===== src/rtl/f1_lights_rx.sv =====
// Start-light receiver: checks the thermometer light sequence, detects lights out
// and measures the driver's reaction time in clock cycles.
module f1_lights_rx #(
  parameter int N_LIGHTS  = 8,
  parameter int CNT_WIDTH = 16
) (
  input  logic                 clk,
  input  logic                 rst,
  input  logic                 en,
  input  logic [N_LIGHTS-1:0]  data_in,
  input  logic                 trigger,
  output logic [3:0]           light_count,
  output logic                 armed,
  output logic                 go,
  output logic                 jump_start,
  output logic                 react_valid,
  output logic [CNT_WIDTH-1:0] react_time,
  output logic                 seq_error
);

  localparam logic [2:0] IDLE     = 3'd0;
  localparam logic [2:0] COUNTING = 3'd1;
  localparam logic [2:0] ARMED    = 3'd2;
  localparam logic [2:0] TIMING   = 3'd3;
  localparam logic [2:0] ERROR    = 3'd4;

  logic [2:0]           state;
  logic [3:0]           last;
  logic [3:0]           last_inc;
  logic [CNT_WIDTH-1:0] counter;
  logic [3:0]           pop;
  logic [N_LIGHTS-1:0]  code_inc;
  logic                 code_ok;
  logic                 is_zero;
  logic                 is_full;

  always_comb begin
    pop = '0;
    for (int i = 0; i < N_LIGHTS; i++) pop = pop + 4'(data_in[i]);
  end

  // 2^k-1 patterns are exactly those with no set bit above a clear bit
  assign code_inc = data_in + N_LIGHTS'(1);
  assign code_ok  = (data_in & code_inc) == '0;
  assign is_zero  = data_in == '0;
  assign is_full  = data_in == '1;
  assign last_inc = last + 4'd1;

  assign armed     = state == ARMED;
  assign seq_error = state == ERROR;

  always_ff @(posedge clk) begin
    if (rst) begin
      state       <= IDLE;
      last        <= '0;
      counter     <= '0;
      light_count <= '0;
      react_time  <= '0;
      go          <= 1'b0;
      jump_start  <= 1'b0;
      react_valid <= 1'b0;
    end else begin
      go          <= 1'b0;
      jump_start  <= 1'b0;
      react_valid <= 1'b0;
      if (en) light_count <= pop;
      case (state)
        IDLE: begin
          if (en && !is_zero) begin
            if (data_in == N_LIGHTS'(1)) begin
              state <= COUNTING;
              last  <= 4'd1;
            end else begin
              state <= ERROR;
            end
          end
        end
        COUNTING: begin
          if (trigger) begin
            jump_start <= 1'b1;
            state      <= IDLE;
          end else if (en) begin
            if (code_ok && pop == last) begin
              state <= COUNTING;
            end else if (code_ok && pop == last_inc) begin
              last <= last_inc;
              if (last_inc == 4'(N_LIGHTS)) state <= ARMED;
            end else begin
              state <= ERROR;
            end
          end
        end
        ARMED: begin
          if (trigger) begin
            jump_start <= 1'b1;
            state      <= IDLE;
          end else if (en) begin
            if (is_zero) begin
              state   <= TIMING;
              go      <= 1'b1;
              counter <= '0;
            end else if (!is_full) begin
              state <= ERROR;
            end
          end
        end
        TIMING: begin
          if (trigger) begin
            react_time  <= counter;
            react_valid <= 1'b1;
            state       <= IDLE;
          end else if (counter == '1) begin
            // no reaction within counter range: report saturated time
            react_time  <= '1;
            react_valid <= 1'b1;
            state       <= IDLE;
          end else begin
            counter <= counter + CNT_WIDTH'(1);
          end
        end
        ERROR: begin
          if (en && is_zero) state <= IDLE;
        end
        default: state <= IDLE;
      endcase
    end
  end

endmodule


===== config.mk =====
export PLATFORM = sky130hd
export DESIGN_NAME = f1_lights_rx
export DESIGN_NICKNAME = d
export VERILOG_FILES = /design/src/rtl/f1_lights_rx.sv
export SDC_FILE = /design/constraint.sdc
export NUM_CORES = 1
export LEC_CHECK = 0
export ABC_CLOCK_PERIOD_IN_PS = 6360
export BUFFER_PORTS_ARGS = -buffer_cell sky130_fd_sc_hd__buf_2
export CAP_MARGIN = 15
export CORE_MARGIN = 2
export CORE_UTILIZATION = 64
export CTS_BUF_LIST = sky130_fd_sc_hd__clkbuf_4 sky130_fd_sc_hd__clkbuf_8
export DETAILED_ROUTE_END_ITERATION = 6
export GPL_TIMING_DRIVEN = 0
export HOLD_SLACK_MARGIN = 0.06
export PLACE_DENSITY = 0.88
export SLEW_MARGIN = 20
export SYNTH_ARGS = -nofsm -noshare
export SYNTH_HDL_FRONTEND = slang
export SYNTH_SLANG_ARGS = --single-unit

===== constraint.sdc =====
create_clock -name clk -period 6.36 [get_ports clk]
set_clock_uncertainty 0.05 [all_clocks]
set_input_delay 0.636 -clock clk [delete_from_list [all_inputs] [get_ports clk]]
set_output_delay 0.636 -clock clk [all_outputs]
set_load 0.005 [all_outputs]

=== After elaboration in Yosys (flattened, before gate mapping) ===
Cells that the tools add are included.

* Flip-flop bits (word level): 46
* Input bits: 12
* Output and inout port bits: 25
* Word-level logic and storage cells: 103

* Add/sub/neg operators: 10
* Eq/ne operators: 27
* Muxes and demuxes: 34
* Bitwise gates (word level): 5
* Reductions and logical operators: 19

{| class="wikitable"
|+ Operator list
! cell !! count
|-
| two-way mux 16 bit || 7
|-
| two-way mux 3 bit || 14
|-
| one-hot mux 16 bit (2 select lines) || 1
|-
| two-way mux 4 bit || 6
|-
| inequality test 2 bit, second input constant || 10
|-
| adder 16 x 1 -> 16 bit, second input constant || 1
|-
| adder 4 x 1 -> 4 bit || 4
|-
| equality test 16 bit, second input constant || 1
|-
| logical NOT 8 bit || 2
|-
| one-hot mux 3 bit (5 select lines) || 1
|-
| AND reduction 7 bit || 2
|-
| inequality test 3 bit, second input constant || 3
|-
| adder 8 x 1 -> 8 bit, second input constant || 1
|-
| AND 8 bit || 1
|-
| equality test 4 bit || 2
|-
| equality test 8 x 1 -> 1 bit, second input constant || 1
|-
| equality test 8 bit, second input constant || 1
|-
| one-hot mux 4 bit (2 select lines) || 1
|-
| equality test 3 x 2 -> 1 bit, second input constant || 2
|-
| AND reduction 6 bit || 1
|-
| nonzero test 2 bit || 3
|-
| OR reduction 2 bit || 3
|-
| inequality test 5 bit, second input constant || 1
|-
| adder 3 x 1 -> 4 bit || 1
|-
| other kinds (15) || 25
|}

=== Depth between registers and ports, before layout ===
Gate-level depths: netlist of the first run.

* Depth after elaboration: 14
* Gate-level depth with buffers: 13
* Depth with buffers taken out: 13

=== Worst setup path before layout of the first run ===
No wires, ideal clock.

* Path kind: input to register
* Start: in data_in[0]
* End: reg state[2]
* Setup time: 0.115 ns
* Data arrival time: 4.027 ns
* Required time: 6.195 ns
* Setup slack: 2.168 ns
* Stages on the path: 13
* Path buffers: 0
* Cell sequence: fa_1 -> inv_1 -> fa_1 -> fa_1 -> inv_1 -> ha_1 -> fa_1 -> xnor3_1 -> xor2_1 -> o211ai_1 -> nor3_1 -> a21oi_1 -> o21a_1

* Longest elaborated chain between the ends: 14
* Elaborated cells on any way between the ends: 35
* Classes of those cells: add/sub: 8; eq/ne: 8; mux: 10; bitwise: 1; reduce/logical: 8

{| class="wikitable"
|+ Ends and longest elaborated chain
! item !! line !! text
|-
| start: declaration || 10 || <nowiki>input logic [N_LIGHTS-1:0] data_in,</nowiki>
|-
| adder 1 x 1 -> 2 bit || 39 || <nowiki>for (int i = 0; i < N_LIGHTS; i++) pop = pop + 4'(data_in[i]);</nowiki>
|-
| adder 2 x 1 -> 3 bit || 39 ||
|-
| adder 3 x 1 -> 4 bit || 39 ||
|-
| adder 4 x 1 -> 4 bit (4 in series) || 39 ||
|-
| equality test 4 bit || 85 || <nowiki>end else if (code_ok && pop == last_inc) begin</nowiki>
|-
| logical AND 1 bit || 85 ||
|-
| two-way mux 3 bit || 85 ||
|-
| two-way mux 3 bit || 83 || <nowiki>if (code_ok && pop == last) begin</nowiki>
|-
| two-way mux 3 bit || 82 || <nowiki>end else if (en) begin</nowiki>
|-
| two-way mux 3 bit || 79 || <nowiki>if (trigger) begin</nowiki>
|-
| one-hot mux 3 bit (5 select lines) || 67 || <nowiki>case (state)</nowiki>
|-
| end signal: assignment || 71 || <nowiki>state <= COUNTING;</nowiki>
|-
| end signal: assignment || 81 || <nowiki>state <= IDLE;</nowiki>
|-
| end signal: assignment || 84 || <nowiki>state <= COUNTING;</nowiki>
|-
| end: declaration || 27 || <nowiki>logic [2:0] state;</nowiki>
|}

Parallel ways exist; a longest one is shown, timed or not. The select of a mux whose other input is x is not followed.
A chain may end at the register's enable or synchronous reset.

=== Final worst setup path of the first run ===
* Start: in data_in[0]
* End: reg last[1]

* Longest elaborated chain between the ends: 11
* Elaborated cells on any way between the ends: 23
* Classes of those cells: add/sub: 8; eq/ne: 7; bitwise: 1; reduce/logical: 7

{| class="wikitable"
|+ Ends and longest elaborated chain
! item !! line !! text
|-
| adder 1 x 1 -> 2 bit || 39 ||
|-
| adder 2 x 1 -> 3 bit || 39 ||
|-
| adder 3 x 1 -> 4 bit || 39 ||
|-
| adder 4 x 1 -> 4 bit (4 in series) || 39 ||
|-
| equality test 4 bit, on equally long branches || 85, 83 ||
|-
| logical AND 1 bit, on equally long branches || 85, 83 ||
|-
| inequality test 2 bit (no source line) || - ||
|-
| AND reduction 7 bit (no source line) * || - ||
|-
| end signal: assignment || 86 || <nowiki>last <= last_inc;</nowiki>
|-
| end: declaration || 28 || <nowiki>logic [3:0] last;</nowiki>
|}

Every way passes the cells marked *; elsewhere a longest branch is shown, timed or not.

==> results of run 1 <==
-- stage by stage --
| stage | power, mW | cell area [um^2] | cells | utilization | setup WS (ns) |
|---|---|---|---|---|---|
| 6_report | 0.751 | 3060 | 420 | 0.764 | 1.83 |
| 5_1_grt | 0.788 | 3060 | 420 | 0.764 | 1.61 |
| 4_1_cts | 0.751 | 3060 | 420 | 0.764 | 1.86 |
| 3_5_place_dp | 0.491 | 2920 | 412 | 0.729 | 1.58 |
| 3_3_place_gp | 0.486 | 2920 | 412 | 0.729 | 1.60 |
| 2_1_floorplan | 0.441 | 2680 | 327 | - | 2.17 |
-- path summary, 6_finish.rpt --
| path | end | start | slack [ns] | cells past startpoint |
|---|---|---|---|---|
| worst max-delay path | last[1] | data_in[0] | 1.83 | 14 |
| worst min-delay path | light_count[3] | light_count[3] | 0.44 | 2 |
| worst max register to register | last[1] | last[2] | 3.88 | 6 |
| worst min register to register | light_count[3] | light_count[3] | 0.44 | 2 |
-- critical path, stage by stage --
cell	delay (ns)
buf_2	0.14
fa_1	0.54
inv_1	0.05
fa_1	0.45
fa_1	0.50
inv_1	0.05
ha_1	0.20
fa_1	0.42
xnor3_1	0.26
xor2_1	0.16
o211ai_1	0.19
nor3_1	0.73
o21a_1	0.27
o21ai_0	0.09
-- cell usage after synthesis, types with 7 or more instances --
| cell | instances | share of area |
|---|---|---|
| a21oi_1 | 10 | 0.019 |
| and3_1 | 12 | 0.028 |
| clkbuf_1 | 10 | 0.014 |
| dfxtp_1 | 46 | 0.34 |
| ha_1 | 9 | 0.042 |
| inv_1 | 16 | 0.022 |
| nand2_1 | 16 | 0.022 |
| nand3_1 | 9 | 0.017 |
| nand4_1 | 11 | 0.026 |
| nor2_1 | 59 | 0.083 |
| nor3_1 | 26 | 0.049 |
| o21ai_0 | 9 | 0.017 |
| xnor2_1 | 7 | 0.023 |
| xor2_1 | 13 | 0.043 |
-- area by class of cell --
type,count,share of cell area
timing repair buffer,35,0.0573
sequential,46,0.301
tap,50,0.0205
clock inverter,2,0.0196
clock buffer,6,0.0270
inverter,17,0.0209
multi-input combinational,248,0.530
buffer,16,0.0237
-- power groups by stage --
| stage | clock network, mW | logic, mW | registers (mW) |
|---|---|---|---|
| floorplan | 0 | 0.132 | 0.310 |
| global placement | 0 | 0.176 | 0.310 |
| detailed placement | 0 | 0.180 | 0.311 |
| CTS | 0.265 | 0.181 | 0.304 |
| global route | 0.278 | 0.204 | 0.306 |
| finish | 0.263 | 0.185 | 0.304 |
-- cells by family (layout without fill, tap and decap cells) --
group	count (synthesis)	in the layout	share of synthesized area
muxes	4	4	0.0196
and+or+nand+nor	164	164	0.325
DFF	46	46	0.344
adders and majority gates	13	13	0.0720
xor gates and xnor gates	21	21	0.0738
buffers and inverters	33	76	0.0509
AOI/OAI and AO/OA	46	46	0.115
-- sequential cells by signal, indices dropped and copies added, names as in the netlist --
signal	flops
counter	16
react_time	16
last	4
light_count	4
state	3
go	1
jump_start	1
react_valid	1
-- layer usage --
layer,up-vias,track usage
met5,-,0
met1,1208,0.415
li1,1243,-
met2,103,0.487
met3,6,0.0649
met4,0,0.0900
==> impl_metrics.py, run 1 <==
metrics = {
    "synth": {
        "synth-main-ff-cell": "dfxtp_1",
        "syn_inst": 327,
        "ys_types": 59,
        "synth-seq-area-share": 0.344,
        "syn_nets": 352,
        "syn_avg_cell_area_um2": 8.19,
        "syn-cell-area_um2": 2680,
        "synth_seq_cells": 46,
        "async_flop_share": 0,
        "synth_edf_count": 0,
        "synth_warnings": 0,
    },
    "cells_and_area": {
        "seq_area_um2": 921,
        "layout-drive-gt1-share": 0.157,
        "area_delta_synth_final_pct": 14.2,
        "final_nets": 394,
        "n_fill_cell": 307,
        "multi_input_area_um2": 1620,
        "layout_commonest_cell": "nor2_1",
        "mostFrequentLayoutCells": "nor2_1 (59), dfxtp_1 (46), buf_2 (39), nor3_1 (26)",
        "diodes": 0,
    },
    "power_and_ir_drop": {
        "pwr-share-comb": 0.246,
        "power_density_nw_per_um2": 246,
        "p_int_uw": 540,
        "p_leak_nw": 1.32,
        "clkPwrFrac": 0.349,
        "p_sw_uw": 212,
        "vdd_drop_max_mv": 0.257,
        "swShare": 0.282,
        "power_frac_seq": 0.405,
    },
    "critical_path": {
        "crit_type": "input pin to flip-flop",
        "worst_ep_arrival_time_ns": 4.67,
        "worstPathRequired_ns": 6.49,
        "end_kind": "flip-flop",
        "cp_max_fo": 8,
        "cp-start-kind": "input pin",
    },
    "clocking": {
        "cts_root_buffer": "clkbuf_8",
        "clkTransAtPathRegs_ns": 0.08,
        "numCtsBuffers": 5,
        "cts_max_level": 2,
        "ctsResizeCount": 0,
        "cts_tree": "built",
        "worstSkewPairLatency_ns": 0.29,
        "cts_buffer_depth": 2,
        "cts_hold_buf": 0,
        "clkSinkCount": 46,
        "post_cts_buffers": 0,
    },
    "sta": {
        "period_share": 0.713,
        "slew_headroom": 0.402,
        "hold_ws_ns": 0.436,
        "worst_slew_pin_slew_ns": 0.890,
        "setup_viol": 0,
        "slew_viol_final": 0,
        "finalCriticalPeriod_ns": 4.53,
        "hold_viol": 0,
        "final.setup.tns_ns": 0,
        "clock.fmax_ghz": 0.221,
        "rsz0062_at_grt": "no",
    },
    "place": {
        "gp_congestion": 0.955,
        "hpwl_um": 4760,
        "io_buffer_count": 35,
    },
    "detailed_routing": {
        "wirelength_um": 6430,
        "dr.pass1.iters": 5,
        "dr.first_iter.drc_count": 243,
        "wl_met2_um": 3030,
        "wl_per_cell_um": 15.3,
        "top_layer": "met4",
        "via_per_inst": 6.10,
        "ant_nets": 0,
        "drc": 0,
        "vias": 2560,
        "m1WireLength_um": 2910,
        "met3_length_um": 437,
    },
    "grt": {
        "antenna_found_initial": 0,
        "grt_max_degree": 15,
        "grt_pass1_vias": 2357,
        "grt.overflow.total": 0,
        "grt_usage": 0.306,
        "grt_pass1_wl_um": 10900,
    },
    "min_path": {
        "hp-class": "flip-flop to flip-flop",
    },
    "die": {
        "io_pins": 37,
        "die_x_um": 68.7,
        "dieHeight_um": 68.7,
        "start_util": 0.669,
        "design.core.area_um2": 4000,
        "dieArea_um2": 4720,
        "row_count": 23,
    },
    "status": {
        "status": "finished, final reports clean",
    },
    "flow_run": {
        "cap_violations": 0,
    },
}
(Power assumes the default switching activity.)
==> run 2, diff against run 1 <==
Settings changed: ABC_AREA set to 1, ABC_CLOCK_PERIOD_IN_PS 6360 to 4700, CORE_UTILIZATION 64 to 60, PLACE_DENSITY 0.88 to 0.82.
Clock period 6.36 ns to 4.7 ns, I/O delays scaled along.
==> impl_metrics.py, run 2 <==
metrics = {
    "critical_path": {
        "worstRegToRegCells": 12,
        "slowest_delay_ns": 0.54,
        "end_kind": "flip-flop",
        "cp-start-kind": "input pin",
        "cp_common_cell": "fa_1",
        "worstPathRequired_ns": 4.84,
        "cp_max_fo": 7,
        "cp_cell_sequence": "buf_2 > fa_1 > inv_1 > fa_1 > fa_1 > inv_1 > ha_1 > fa_1 > inv_1 > or2_2 > nand3_1 > nor2_1 > nand4_1 > nand2_1 > nand2_2 > clkinv_1 > nor2_1 > nor2_1",
        "worst_ep_arrival_time_ns": 4.16,
        "crit_type": "input pin to flip-flop",
        "cp_slowest_cell": "fa_1",
    },
    "power_and_ir_drop": {
        "swShare": 0.303,
        "pwr-share-comb": 0.215,
        "p_int_uw": 627,
        "power_frac_seq": 0.453,
        "p_sw_uw": 273,
        "power_uw": 900,
        "vdd_drop_max_mv": 0.291,
        "clkPwrFrac": 0.332,
        "p_leak_nw": 1.44,
        "power_density_nw_per_um2": 275,
    },
    "sta": {
        "finalCriticalPeriod_ns": 4.01,
        "period_share": 0.854,
        "final.setup.tns_ns": 0,
        "setup_viol": 0,
        "hold_viol": 0,
        "slew_viol_final": 0,
        "slew_headroom": 0.503,
        "rsz0062_at_grt": "no",
        "hold_ws_ns": 0.417,
        "worst_slew_pin_slew_ns": 0.746,
        "clock.fmax_ghz": 0.249,
    },
    "clocking": {
        "cts_hold_buf": 0,
        "cts_root_buffer": "clkbuf_8",
        "clkTransAtPathRegs_ns": 0.09,
        "cts_tree": "built",
        "clkSinkCount": 46,
        "post_cts_buffers": 0,
        "ctsResizeCount": 0,
        "cts_max_level": 2,
        "worstSkewPairLatency_ns": 0.30,
        "numCtsBuffers": 5,
        "cts_buffer_depth": 2,
    },
    "die": {
        "dieHeight_um": 73.7,
        "io_pins": 37,
        "design.core.area_um2": 4690,
        "start_util": 0.622,
        "die_x_um": 73.7,
        "dieArea_um2": 5440,
        "row_count": 25,
    },
    "cells_and_area": {
        "layout_commonest_cell": "nand2_1",
        "layout-drive-gt1-share": 0.189,
        "multi_input_area_um2": 1670,
        "n_fill_cell": 400,
        "diodes": 0,
        "final_nets": 489,
        "seq_area_um2": 921,
        "area_delta_synth_final_pct": 12.2,
        "top_regs": "counter x16, react_time x16",
        "mostFrequentLayoutCells": "nand2_1 (90), inv_1 (64), dfxtp_1 (46), nor2_1 (45), buf_2 (38)",
    },
    "synth": {
        "yosysTopAreaCell": "dfxtp_1",
        "synth-main-ff-cell": "dfxtp_1",
        "syn-cell-area_um2": 2920,
        "async_flop_share": 0,
        "syn_nets": 447,
        "syn_avg_cell_area_um2": 6.91,
        "synth_top_area_frac": 0.316,
        "synth-seq-area-share": 0.316,
        "synth_edf_count": 0,
        "ys_types": 38,
        "synth_warnings": 0,
        "synth_commonest_cells": "nand2_1 (90), inv_1 (64), dfxtp_1 (46)",
        "yosysMostFrequentCell": "nand2_1",
        "synth_area_leaders": "dfxtp_1 (32%), nand2_1 (12%), inv_1 (8.2%)",
        "synth_seq_cells": 46,
        "syn_inst": 422,
    },
    "place": {
        "io_buffer_count": 35,
        "gp_congestion": 0.906,
        "hpwl_um": 5190,
    },
    "flow_run": {
        "cap_violations": 0,
    },
    "grt": {
        "grt_pass1_wl_um": 11400,
        "grt.overflow.total": 0,
        "antenna_found_initial": 0,
        "grt_usage": 0.271,
        "grt_pass1_vias": 2523,
        "grt_max_degree": 16,
    },
    "detailed_routing": {
        "via_per_inst": 5.56,
        "dr.first_iter.drc_count": 233,
        "vias": 2886,
        "wl_per_cell_um": 13.5,
        "wirelength_um": 7030,
        "ant_nets": 0,
        "dr.pass1.iters": 6,
        "drc": 0,
    },
    "status": {
        "status": "finished, final reports clean",
    },
    "min_path": {
        "hp-class": "flip-flop to flip-flop",
        "hold_depth": 2,
    },
}
-- run 2: changes by cell type after synthesis, sizes merged, moves of 10 or more --
cell / change
nand2: +86
nand3: +19
a21oi: +13
and3: -12
a221oi: +11
nor2: -10
inv: +53
-- run 2: worst paths after layout --
path | slack [ns] | startpoint | end
setup reg to reg | 2.54 | counter[0] | counter[10]
hold reg to reg | 0.42 | react_time[7] | react_time[7]
setup / recovery | 0.69 | data_in[0] | last[0]
hold / removal | 0.42 | react_time[7] | react_time[7]
-- run 2: layer usage --
metal  wire length (um)  global-route usage
met4                100              0.0727
met3                522              0.0508
met5                  0                   0
met1               3260               0.385
met2               3150               0.421
-- run 2: logic make-up after synthesis --
group,synth area share
AND/OR/NAND/NOR,0.340
buffers and inverters,0.113
flip-flops,0.316
adder cells (fa/ha/maj),0.0660
AO/OA/AOI/OAI,0.151
XOR/XNOR,0.0150
-- run 2: cell type report --
| type | instances | share of cell area |
|---|---|---|
| Clock buffer | 5 | 0.0210 |
| Clock inverter | 3 | 0.0138 |
| Inverter | 72 | 0.0833 |
| Buffer | 11 | 0.0172 |
| Tap cell | 54 | 0.0206 |
| Sequential cell | 46 | 0.281 |
| Timing Repair Buffer | 35 | 0.0535 |
| Multi-Input combinational cell | 293 | 0.509 |
-- run 2: critical path: cells and delay by family --
kind          cells  cell delay [ns]
fa+ha+maj         5             2.23
buf+inv           5             0.42
simple gates      8             1.03
-- run 2: metrics by stage --
step                setup slack [ns]  instances  cell area, um^2  utilization
detailed placement             0.398        511             3160        0.674
floorplan                      0.885        422             2920            -
finish                         0.688        519             3270        0.698
global route                   0.481        519             3270        0.698
CTS                            0.708        519             3270        0.698
global placement               0.501        511             3160        0.674
-- run 2: power groups by stage --
stage	Combinational [mW]	Clock, mW	Sequential, mW
CTS	0.192	0.300	0.407
detailed placement	0.191	0	0.416
floorplan	0.141	0	0.416
global placement	0.184	0	0.416
global route	0.219	0.314	0.409
finish	0.193	0.299	0.408
